==> src/rtl/width_construct_if.sv <==
// Bus bundle for width_construct: narrow write stream in, wide word stream out.
// Both sides use valid/ready. A transfer happens on a rising clock edge where
// valid and ready are both high. A source holds its data and valid until that
// transfer. A source never lowers valid before the transfer. Ready may change
// freely and does not depend on valid.
interface width_construct_if #(
  parameter int DSIZE = 1,
  parameter int NSIZE = 8
);
  localparam int CSIZE = $clog2(NSIZE + 1);

  logic [DSIZE-1:0]       wr_data;
  logic                   wr_vld;
  logic                   wr_ready;
  logic                   wr_last;
  logic [DSIZE*NSIZE-1:0] rd_data;
  logic                   rd_vld;
  logic                   rd_ready;
  logic                   rd_last;
  logic [CSIZE-1:0]       rd_cnt;

  // Upstream producer and downstream consumer, seen from outside the block
  modport master (
    output wr_data, wr_vld, wr_last, rd_ready,
    input  wr_ready, rd_data, rd_vld, rd_last, rd_cnt
  );

  // The width_construct block itself
  modport slave (
    input  wr_data, wr_vld, wr_last, rd_ready,
    output wr_ready, rd_data, rd_vld, rd_last, rd_cnt
  );
endinterface

==> src/rtl/width_construct.sv <==
// width_construct: packs DSIZE-bit pieces MSB-first into DSIZE*NSIZE-bit words.
// An early wr_last flushes a zero-padded partial word. rd_cnt reports how many
// pieces are valid in that word. A single output register stage gives
// back-to-back words with no bubble while the consumer keeps rd_ready high.
module width_construct #(
  parameter int DSIZE = 1,
  parameter int NSIZE = 8
) (
  input  logic             clock,
  input  logic             rst_n,
  width_construct_if.slave bus
);
  localparam int CSIZE = $clog2(NSIZE + 1);
  localparam int WSIZE = DSIZE * NSIZE;
  localparam logic [CSIZE-1:0] LAST_PT = CSIZE'(NSIZE - 1);

  logic [WSIZE-1:0] acc_q;
  logic [CSIZE-1:0] point_q;
  logic [WSIZE-1:0] rd_data_q;
  logic [CSIZE-1:0] rd_cnt_q;
  logic             rd_vld_q;
  logic             rd_last_q;

  logic             wr_ready;
  logic             wr_acc;
  logic             rd_acc;
  logic             completion;
  logic [WSIZE-1:0] merged;

  // The input side may advance whenever the output slot is free or is being emptied this cycle
  assign wr_ready   = ~rd_vld_q | bus.rd_ready;
  assign wr_acc     = bus.wr_vld & wr_ready;
  assign rd_acc     = rd_vld_q & bus.rd_ready;
  assign completion = wr_acc & ((point_q == LAST_PT) | bus.wr_last);

  // Accumulator with the incoming piece dropped into the lane selected by point_q (lane 0 = MSB)
  always_comb begin
    merged = acc_q;
    for (int i = 0; i < NSIZE; i++) begin
      if (point_q == CSIZE'(i)) begin
        merged[DSIZE*(NSIZE-i)-1 -: DSIZE] = bus.wr_data;
      end
    end
  end

  // Partial-word accumulator and lane pointer; cleared whenever a word is handed off
  always_ff @(posedge clock or negedge rst_n) begin
    if (!rst_n) begin
      acc_q   <= '0;
      point_q <= '0;
    end else if (completion) begin
      acc_q   <= '0;
      point_q <= '0;
    end else if (wr_acc) begin
      acc_q   <= merged;
      point_q <= point_q + 1'b1;
    end
  end

  // Output word register; a new word may replace the old one in the same cycle it is consumed
  always_ff @(posedge clock or negedge rst_n) begin
    if (!rst_n) begin
      rd_data_q <= '0;
      rd_cnt_q  <= '0;
      rd_vld_q  <= 1'b0;
      rd_last_q <= 1'b0;
    end else if (completion) begin
      rd_data_q <= merged;
      rd_cnt_q  <= point_q + 1'b1;
      rd_vld_q  <= 1'b1;
      rd_last_q <= bus.wr_last;
    end else if (rd_acc) begin
      rd_vld_q  <= 1'b0;
    end
  end

  assign bus.wr_ready = wr_ready;
  assign bus.rd_data  = rd_data_q;
  assign bus.rd_cnt   = rd_cnt_q;
  assign bus.rd_vld   = rd_vld_q;
  assign bus.rd_last  = rd_last_q;
endmodule
==> src/flat_wrapper.sv <==
// flat-port wrapper written by rule: the top's interface ports become plain ports
module width_construct_flat 
#(
  parameter int DSIZE = 1,
  parameter int NSIZE = 8
)
  (clock, rst_n, bus_wr_data, bus_wr_vld, bus_wr_last, bus_rd_ready, bus_wr_ready, bus_rd_data, bus_rd_vld, bus_rd_last, bus_rd_cnt);
  width_construct_if #(.DSIZE(DSIZE), .NSIZE(NSIZE)) bus_i ();
  input  logic clock;
  input  logic rst_n;
  input wire logic [$bits(bus_i.wr_data)-1:0] bus_wr_data;
  input wire logic [$bits(bus_i.wr_vld)-1:0] bus_wr_vld;
  input wire logic [$bits(bus_i.wr_last)-1:0] bus_wr_last;
  input wire logic [$bits(bus_i.rd_ready)-1:0] bus_rd_ready;
  output wire logic [$bits(bus_i.wr_ready)-1:0] bus_wr_ready;
  output wire logic [$bits(bus_i.rd_data)-1:0] bus_rd_data;
  output wire logic [$bits(bus_i.rd_vld)-1:0] bus_rd_vld;
  output wire logic [$bits(bus_i.rd_last)-1:0] bus_rd_last;
  output wire logic [$bits(bus_i.rd_cnt)-1:0] bus_rd_cnt;
  assign bus_i.wr_data = bus_wr_data;
  assign bus_i.wr_vld = bus_wr_vld;
  assign bus_i.wr_last = bus_wr_last;
  assign bus_i.rd_ready = bus_rd_ready;
  assign bus_wr_ready = bus_i.wr_ready;
  assign bus_rd_data = bus_i.rd_data;
  assign bus_rd_vld = bus_i.rd_vld;
  assign bus_rd_last = bus_i.rd_last;
  assign bus_rd_cnt = bus_i.rd_cnt;
  width_construct #(.DSIZE(DSIZE), .NSIZE(NSIZE)) u_core (.clock(clock), .rst_n(rst_n), .bus(bus_i));
endmodule
==> config.mk <==
export PLATFORM = sky130hd
export DESIGN_NAME = width_construct_flat
export DESIGN_NICKNAME = d
export VERILOG_FILES = /design/src/rtl/width_construct_if.sv /design/src/rtl/width_construct.sv /design/src/flat_wrapper.sv
export SDC_FILE = /design/constraint.sdc
export NUM_CORES = 1
export LEC_CHECK = 0
export BUFFER_PORTS_ARGS = -buffer_cell sky130_fd_sc_hd__buf_2
export CAP_MARGIN = 20
export CORE_ASPECT_RATIO = 0.8
export CORE_MARGIN = 2
export CORE_UTILIZATION = 54
export DETAILED_ROUTE_END_ITERATION = 16
export HOLD_SLACK_MARGIN = 0.15
export PLACE_DENSITY = 0.73
export SLEW_MARGIN = 5
export SYNTH_ARGS = -nofsm -noshare
export SYNTH_HDL_FRONTEND = slang
export SYNTH_SLANG_ARGS = --single-unit
export TNS_END_PERCENT = 30
==> constraint.sdc <==
create_clock -name clock -period 4.41 [get_ports clock]
set_clock_uncertainty 0.2 [all_clocks]
set_input_delay 0.882 -clock clock [delete_from_list [all_inputs] [get_ports clock]]
set_output_delay 0.882 -clock clock [all_outputs]
set_load 0.03 [all_outputs]
* Word level (Yosys, flattened, before mapping)
Index checks and enable logic that the tools add are counted.
** Word-level totals
- Register bits after elaboration :: 26
- Logic and storage cells :: 37
** Operators by class
- Bitwise logic cells :: 6
- Reduce and logical (&&, ||, !) cells :: 3
- $add $sub $neg :: 1
- Eq/ne operators :: 7
- Multiplexer cells :: 14
** Operators with widths (count)
- $eq 4x3->1 const B :: 4
- $mux 8 :: 2
- $mux 1 :: 10
- $eq 4x2->1 const B :: 2
- $mux 4 :: 2
- $add 4x1->4 const B :: 1
- $eq 4x1->1 const B :: 1
- $logic_not 4->1 :: 1
- $reduce_bool 2->1 :: 2
- $and 1x1->1 :: 3
- $or 1x1->1 :: 2
- $not 1->1 :: 1

* Longest topological paths before layout
Gate-level depths: netlist (run 1).
- Depth in word-level cells :: 5
- Gate-level depth with buffers :: 5
- Mapped depth without buffers :: 5

* Worst setup path before layout (run 1)
Ideal clock, no wire load.
- Kind :: input to output
- Start point :: input bus_rd_ready
- End point :: output bus_wr_ready
- Path buffers :: 1
- Stages :: 2
- Slack :: 2.136 ns
- Arrival :: 1.192 ns
- Cells stage by stage :: nand2b_1 buf_4
** On the way
- Longest elaborated chain between the ends :: 1
** RTL lines
- from (decl) :: line flat_wrapper.sv:14 : input wire logic [$bits(bus_i.rd_ready)-1:0] bus_rd_ready;
- $or 1x1->1 :: line width_construct.sv:31 : assign wr_ready = ~rd_vld_q | bus.rd_ready;
- to (decl) :: line flat_wrapper.sv:15 : output wire logic [$bits(bus_i.wr_ready)-1:0] bus_wr_ready;
No other way between the ends.

* Final worst setup path (run 1)
Same ends and word-level chain as after synthesis.

==> results of run 1 <==
-- metrics by stage --
stage | cell area [µm²] | power (µW) | setup WS [ns] | hold slack [ns] | std cells
floorplan | 1300 | 422 | 2.14 | 0.255 | 103
global placement | 1380 | 465 | 1.82 | 0.270 | 142
detailed placement | 1380 | 468 | 1.79 | 0.273 | 142
CTS | 1410 | 586 | 1.79 | 0.309 | 146
global route | 1410 | 610 | 1.73 | 0.335 | 146
finish | 1410 | 581 | 1.79 | 0.306 | 146
-- final cells by class --
| cell class | instances | area, µm² | share of cell area, % |
|---|---|---|---|
| sequential | 26 | 651 | 46.0 |
| clock buffer | 4 | 36.3 | 2.57 |
| multi-input combinational | 60 | 554 | 39.2 |
| timing repair buffer | 20 | 100 | 7.08 |
| inverter | 11 | 41.3 | 2.92 |
| tap | 25 | 31.3 | 2.21 |
-- worst max-delay path, delay by kind of cell --
family | cells | cell delay [ns]
AND/OR/NAND/NOR | 1 | 0.31
buffers and inverters | 2 | 0.34
-- per-layer routing --
metal / GRT usage, % / vias to the layer above / wire length (µm)
li1: - / 397 / -
met5: 0 / - / 0
met4: 6.36 / 0 / 21
met3: 5.95 / 2 / 93
met1: 23.7 / 412 / 1090
met2: 26.9 / 18 / 937
-- power by group through the flow --
stage               sequential [µW]  combinational [µW]  clock [µW]
floorplan                       343                78.9           0
global placement                295                 169           0
detailed placement              297                 170           0
CTS                             293                 171         122
global route                    298                 184         129
finish                          293                 169         119
-- state kept, by name, summed over array words and instances, names as in the netlist --
signal / count
u_core.acc_q: 8
u_core.bus.rd_cnt: 4
u_core.bus.rd_data: 8
u_core.bus.rd_last: 1
u_core.bus.rd_vld: 1
u_core.point_q: 4
-- cells by family (layout without fill, tap and decap cells) --
logic type,after synthesis,in the layout,share of synthesized area [%]
multiplexers,20,20,15.7
flip-flops,26,26,50.2
buffers and inverters,17,35,7.05
AO/OA/AOI/OAI,15,15,11.1
adder cells (fa/ha/maj),4,4,3.86
XOR/XNOR,2,2,1.35
AND/OR/NAND/NOR,19,19,10.7
-- cell usage in the layout, fill, tap and decap left out --
master	n
sky130_fd_sc_hd__dfrtp_1	26
sky130_fd_sc_hd__buf_2	20
sky130_fd_sc_hd__mux2i_1	17
sky130_fd_sc_hd__inv_1	11
sky130_fd_sc_hd__o2bb2ai_1	8
sky130_fd_sc_hd__nor3b_1	5
sky130_fd_sc_hd__nand3b_1	4
sky130_fd_sc_hd__ha_1	4
sky130_fd_sc_hd__mux2_2	3
sky130_fd_sc_hd__clkbuf_4	3
sky130_fd_sc_hd__nand2b_1	2
sky130_fd_sc_hd__nand3_1	2
sky130_fd_sc_hd__nand2_1	2
sky130_fd_sc_hd__xor2_1	2
sky130_fd_sc_hd__o211ai_1	1
sky130_fd_sc_hd__and2_1	1
sky130_fd_sc_hd__a22o_1	1
sky130_fd_sc_hd__and3b_4	1
sky130_fd_sc_hd__o32ai_1	1
sky130_fd_sc_hd__nand4b_2	1
sky130_fd_sc_hd__o211ai_4	1
sky130_fd_sc_hd__and2_2	1
sky130_fd_sc_hd__o21ai_0	1
sky130_fd_sc_hd__a22o_2	1
sky130_fd_sc_hd__a22oi_2	1
sky130_fd_sc_hd__clkbuf_8	1
-- worst min path at each step --
| stage | endpoint | slack (ns) |
|---|---|---|
| floorplan | u_core.acc_q[4] | 0.26 |
| global placement | u_core.acc_q[6] | 0.27 |
| detailed placement | u_core.acc_q[0] | 0.27 |
| CTS | u_core.acc_q[0] | 0.31 |
| global route | u_core.acc_q[0] | 0.34 |
| finish | u_core.acc_q[0] | 0.31 |
==> results, run 1 <==
- The run finished with clean final reports.
- The detail route stage leaves a number of antenna-violating nets equal to 0.
- The via count of the first global-routing pass was 755.
- VDD sags by at most 0.246 mV.
- Counting instances, the worst hold path has a depth of 1.
- The number of warnings issued by yosys is 0.
- The wire length of the first global-routing pass is 3.57 mm.
- The startpoint of the lowest-slack hold path is u_core.acc_q[0].
- After synthesis, the netlist uses 27 different library cells.
- The remaining max-slew budget at the tightest pin is 61.5%.
- On the critical path, the stage with the largest delay is an instance of sky130_fd_sc_hd__nand2b_1.
- The detailed-route wire length is 2.15 mm.
- The critical path class is in2out.
- The critical path goes through buf_2 > nand2b_1 > buf_2.
- Once the floorplan was initialized, standard cells occupied 58.5% of the core.
- Of the cells placed in the final design, the portion with a size suffix greater than 1 is 27.3%.
- The number of synthesized flops with an enable pin is 0.
- Detailed placement ended at an HPWL of 1.51 mm.
- The detailed router's first-iteration violation count is 9.
- The setup TNS is 0 ns.
- The total of fill cells in the finished design is 175.
- The critical path's largest stage delay is 0.31 ns.
- Summed over its instances, the top area cell type makes up 50.2% of the synthesized netlist area.
- The number of pins with negative max-slew slack in the final report is 0.
- The register bit count reported by yosys is 26.
- The reported leakage power is 0.000727 µW.
- The data required time of the critical path is 3.33 ns.
- Of the total power, the clock network draws 20.6%.
- Summing the sequential cell areas from Yosys gives 50.2% of the chip area.
- The number of rows created at floorplan is 15.
- By area the synthesized netlist is led by sky130_fd_sc_hd__dfrtp_1, sky130_fd_sc_hd__mux2i_1, sky130_fd_sc_hd__o2bb2ai_1, sky130_fd_sc_hd__ha_1, sky130_fd_sc_hd__inv_1.
- The all-layer global routing usage is 17.6%.
- The time the worst path needs with I/O delays and setup is 2.62 ns.
- The TritonCTS buffer count is 3.
- The largest fanout on the critical path is 8.
- The element type at the critical path end is a primary output.
- The number of nets produced by synthesis is 113.
- In this run the critical register-to-register path is captured at u_core.bus.rd_cnt[0].
- For the pin with the worst max-slew slack, the measured transition is 0.574 ns.
- Counting every sink on the clock net gives 26.
- The most used flip-flop cell after synthesis is sky130_fd_sc_hd__dfrtp_1.
- After global routing the overflow that remains totals 0.
- STA puts the critical path data arrival time at 1.54 ns.
- The min-delay analysis places its worst path in the category reg2reg.
- The routed via count is 829.
- The count of port buffers added during placement is 20.
- The post-detailed-route via-to-cell ratio is 5.68.
- The net count of the finished layout is 132.
- The clock network latency to the later pin of the worst-skew pair is 0.32 ns.
- The post-synthesis cell count is 103.
- At the end of routability-driven placement, the weighted congestion stood at 0.809.
- After detailed routing, the number of remaining DRC violations is 0.
- Each instance of the synthesized netlist takes up on average 12.6 µm².
- The total of max-cap violations is 0.
- The first TritonRoute pass finished after 4 iterations.
- Measured in cells, the most critical reg-to-reg path has a length of 4.
- Post-CTS timing repair inserted 0 buffers for setup.
- The sequential power share is 50.4%.
- The maximum buffer depth of the clock tree is 2.
- For this run, the top clock speed supported by timing is 382 MHz.
- STA classifies the critical path startpoint as an input port.
- The cell repeated most along the worst path is sky130_fd_sc_hd__buf_2.
- The quantity of gates resized following cts is 0.
- The most frequent cell after synthesis is sky130_fd_sc_hd__dfrtp_1.
- Summing every instance area after synthesis gives 0.00130 mm².
- The die is 47.8 µm tall.
- Counting instances in the post-synthesis netlist gives the leading cell types as sky130_fd_sc_hd__dfrtp_1, sky130_fd_sc_hd__mux2i_1, sky130_fd_sc_hd__inv_1.
- The deepest level of the CTS H-tree is 1.
- In this run the critical register-to-register path is launched from u_core.point_q[0].
- In the finished design, the share of the clock period the worst path needs comes to 59.4%.
- The initial antenna violation count came to 0.
- The TritonCTS clock tree is built.
- The most critical setup path has its endpoint at bus_wr_ready.
- The switching part of the total is 34.2%.
- Pin placement for this block handled 21 I/O pins.
- The total power per unit cell area is 411 mW/mm².
- Setup repair after global routing left no endpoint under its margin.
- The area overhead of the layout relative to synthesis is 9.07%.
- The slack of the worst reg-to-reg path is 2.27 ns.
- The die covers 0.00281 mm².
- The final core utilization is 63.8%.
- The pin count of the biggest net entering global routing is 27.
- The cell type with the highest aggregate area in the netlist is sky130_fd_sc_hd__dfrtp_1.
- The final-report setup violation count is 0.
- The internal power of the cells is 383 µW.
- Of the total power, combinational logic draws 29.1%.
- Hold repair after CTS inserted 0 buffers.
- From left edge to right edge, the die measures 58.8 µm.
- The root cell of the clock tree is sky130_fd_sc_hd__clkbuf_4.
- The reported net switching power is 199 µW.
- The area inside the core boundary is 0.00221 mm².
- After clock tree synthesis, the clock-pin slew on the worst setup and hold paths is 0.13 ns.
- The share of synthesized registers carrying an async set or reset is 100%.
- The timing startpoint of the critical path is bus_rd_ready.
- The number of failing hold endpoints at the final stage was 0.
- The repair_antennas step left the layout with diodes totalling 0.
- Dividing the detail-routed wire length by the instance count gives 14.7 µm.
(Power assumes the default switching activity.)
==> run 2: changes to the inputs <==
--- a/config.mk
+++ b/config.mk
@@ -9,10 +9,10 @@
 export CAP_MARGIN = 20
 export CORE_ASPECT_RATIO = 0.8
 export CORE_MARGIN = 2
-export CORE_UTILIZATION = 54
+export CORE_UTILIZATION = 49
 export DETAILED_ROUTE_END_ITERATION = 16
 export HOLD_SLACK_MARGIN = 0.15
-export PLACE_DENSITY = 0.73
+export PLACE_DENSITY = 0.69
 export SLEW_MARGIN = 5
 export SYNTH_ARGS = -nofsm -noshare
 export SYNTH_HDL_FRONTEND = slang
==> constraint.sdc (replaced) <==
create_clock -name clock -period 2.15 [get_ports clock]
set_clock_uncertainty 0.2 [all_clocks]
set_input_delay 0.43 -clock clock [delete_from_list [all_inputs] [get_ports clock]]
set_output_delay 0.43 -clock clock [all_outputs]
set_load 0.03 [all_outputs]
==> results, run 2 (synthesis results as in run 1) <==
- The flow ran to the end, and the final reports show no timing, DRC or antenna violations.
- The area inside the core boundary is 0.00248 mm² (+12%).
- The final-report setup violation count came to 0 (unchanged).
- The number of antenna diodes is 0 (unchanged).
- The post-detailed-route via-to-cell ratio came to 5.19 (-8.5%).
- The ratio of cells with drive above 1 in the final layout is 27.6% (+0.37 points).
- The slowest library cell on the worst path is sky130_fd_sc_hd__dfrtp_1.
- The global-route congestion overflow total is 0 (unchanged).
- The horizontal die dimension came to 61.5 µm (+4.6%).
- Setup repair after global routing left no endpoint under its margin.
- The sequential power share is 52.2% (+1.8 points).
- The number of top-level pins is 21 (unchanged).
- The pin count of the biggest net entering global routing is 27 (unchanged).
- The iteration count of the initial detailed-routing pass is 4 (unchanged).
- The startpoint of the lowest-slack hold path is bus_wr_vld.
- The final core utilization is 58.0% (-5.9 points).
- The setup TNS is 0 ns (unchanged).
- The internal power of the cells is 750 µW (+96%).
- The post-detailed-placement half-perimeter wirelength was 1.65 mm (+9.5%).
- The library cells used most frequently in the layout, excluding fill and tap cells, are sky130_fd_sc_hd__dfrtp_1, sky130_fd_sc_hd__buf_2, sky130_fd_sc_hd__mux2i_1.
- The critical path starts at u_core.bus.rd_vld.
- The initial antenna violation count came to 0 (unchanged).
- The count of port buffers added during placement is 20 (unchanged).
- The all-layer global routing usage is 17.4% (-0.19 points).
- The pre-CTS setup slack is 0.293 ns (-1.50 ns).
- Static timing analysis puts the maximum clock frequency at 532 MHz.
- The switching part of the total is 34.9% (+0.65 points).
- The time the worst path needs with I/O delays and setup is 1.88 ns.
- The detailed router's first-iteration violation count is 16 (+7).
- The number of buffers inserted by post-CTS setup repair was 0 (unchanged).
- The worst setup path is launched from a flop.
- The remaining max-slew budget at the tightest pin was 62.2% (+0.68 points).
- Traced cell by cell, the critical path runs through nand2b_1 > buf_2.
- The via count of the first global-routing pass is 839 (+11%).
- The average wire per standard cell came to 14.1 µm (-4.2%).
- The worst setup path is captured at a primary output.
- The most common cell after layout, fill and taps aside is sky130_fd_sc_hd__dfrtp_1.
- The data required time of the critical path was 1.52 ns (-1.81 ns).
- The clock power share is 17.4% (-3.2 points).
- The full die area came to 0.00308 mm² (+9.4%).
- The reported leakage power was 0.000733 µW (+0.80%).
- The clock network latency to the later pin of the worst-skew pair is 0.31 ns (about the same).
- The final worst setup slack is 0.269 ns (-1.52 ns).
- The routability congestion estimate from global placement is 0.805 (-0.58%).
- The initial cell density of the core is 52.2% (-6.3 points).
- The number of pins with negative max-slew slack in the final report is 0 (unchanged).
- The final critical path takes up 87.5% of the cycle.
- The clock sink total is 26 (unchanged).
- The TritonCTS buffer count is 3 (unchanged).
- The quantity of hold-fixing buffers added after cts was 1 (+1).
- The deepest level of the CTS H-tree is 1 (unchanged).
- The transition time of the tightest slew-check pin came to 0.567 ns (-0.00750 ns).
- The largest fanout on the critical path is 8 (unchanged).
- The net count of the finished layout is 135 (+2.3%).
- In this run the critical register-to-register path is launched from u_core.point_q[0].
- The critical path's largest stage delay was 0.39 ns (+0.08 ns).
- The quantity of gates resized following cts came to 0 (unchanged).
- The floorplan die height is 50.0 µm (+4.6%).
- The total power per unit cell area is 801 mW/mm² (+95%).
- The routed via count came to 826 (-0.36%).
- The wire length of the first global-routing pass is 3.95 mm (+11%).
- The data arrival time of the critical path is 1.25 ns (-0.29 ns).
- The detailed-route wire length is 2.24 mm (+4.3%).
- The critical path class is reg2out.
- The kind of path behind the tightest hold check is in2reg.
- The CTS clock-pin slew for the worst setup and hold paths is 0.13 ns (about the same).
- The maximum ir drop on the vdd rail is 0.459 mV (+86%).
- The post-route DRC violation count is 0 (unchanged).
- TritonCTS built the clock tree.
- The cell sitting at the root of the clock tree is a sky130_fd_sc_hd__clkbuf_4.
- The slack of the worst reg-to-reg path was 0.28 ns (-1.99 ns).
- The total of max-cap violations was 0 (unchanged).
- The number of rows created at floorplan came to 16 (+1).
- The reported net switching power is 402 µW (+100%).
- The number of failing hold endpoints at the final stage was 0 (unchanged).
- The relative contribution of combinational cells to total power came to 30.5% (+1.4 points).
- The maximum buffer depth of the clock tree is 2 (unchanged).
- From synthesis to final layout, the design area changed by 11.0%.
- The remaining antenna violation count after routing is 0 (unchanged).
run 2: changes by cell type in the layout (fill, tap and decap cells not counted):
cell / change
sky130_fd_sc_hd__buf_4: +2
sky130_fd_sc_hd__clkbuf_8: -1
sky130_fd_sc_hd__dlygate4sd3_1: +1
run 2: per-layer routing:
layer / global-route usage, % / part of all wire, % / up-vias
met3: 6.30 / 5.0 / 3
met2: 25.3 / 45 / 20
met1: 24.7 / 50 / 402
met5: 0 / 0 / -
met4: 3.90 / 0.45 / 0
li1: - / - / 401
run 2: worst max-delay path, delay by kind of cell, from the launching register on:
family / cells / cell delay [ns]
flops: 1 / 0.39
buf+inv: 1 / 0.27
simple gates: 1 / 0.27
run 2: path summary, 6_finish.rpt:
kind,endpoint,cells after the start
min in group asynchronous,u_core.bus.rd_cnt[1],2
max in group asynchronous,u_core.bus.rd_cnt[3],2
max reg2reg,u_core.bus.rd_cnt[3],5
min,u_core.bus.rd_vld,3
min reg2reg,u_core.acc_q[4],1
max,bus_wr_ready,2
run 2: stage by stage:
stage / power [µW] / instances / hold WS [ns] / cell area, µm²
4_1_cts: 1170 / 159 / 0.207 / 1440
3_5_place_dp: 965 / 155 / 0.264 / 1410
2_1_floorplan: 865 / 103 / -0.0656 / 1300
6_report: 1150 / 159 / 0.223 / 1440
5_1_grt: 1230 / 159 / 0.201 / 1440
3_3_place_gp: 956 / 155 / 0.255 / 1410
run 2: power by group through the flow:
| stage | Sequential [µW] | Combinational, µW | Clock [µW] |
|---|---|---|---|
| after floorplan | 703 | 162 | 0 |
| after global placement | 606 | 350 | 0 |
| after detailed placement | 609 | 356 | 0 |
| after global routing | 613 | 386 | 229 |
| final | 601 | 351 | 200 |
| after CTS | 601 | 357 | 209 |
run 2: layout make-up:
cell class                 count  area (µm²)
fill                         219        1040
clock buffer                   3        22.5
multi-input combinational     60         554
tap                           36        45.0
timing repair buffer          23         125
inverter                      11        41.3
sequential                    26         651
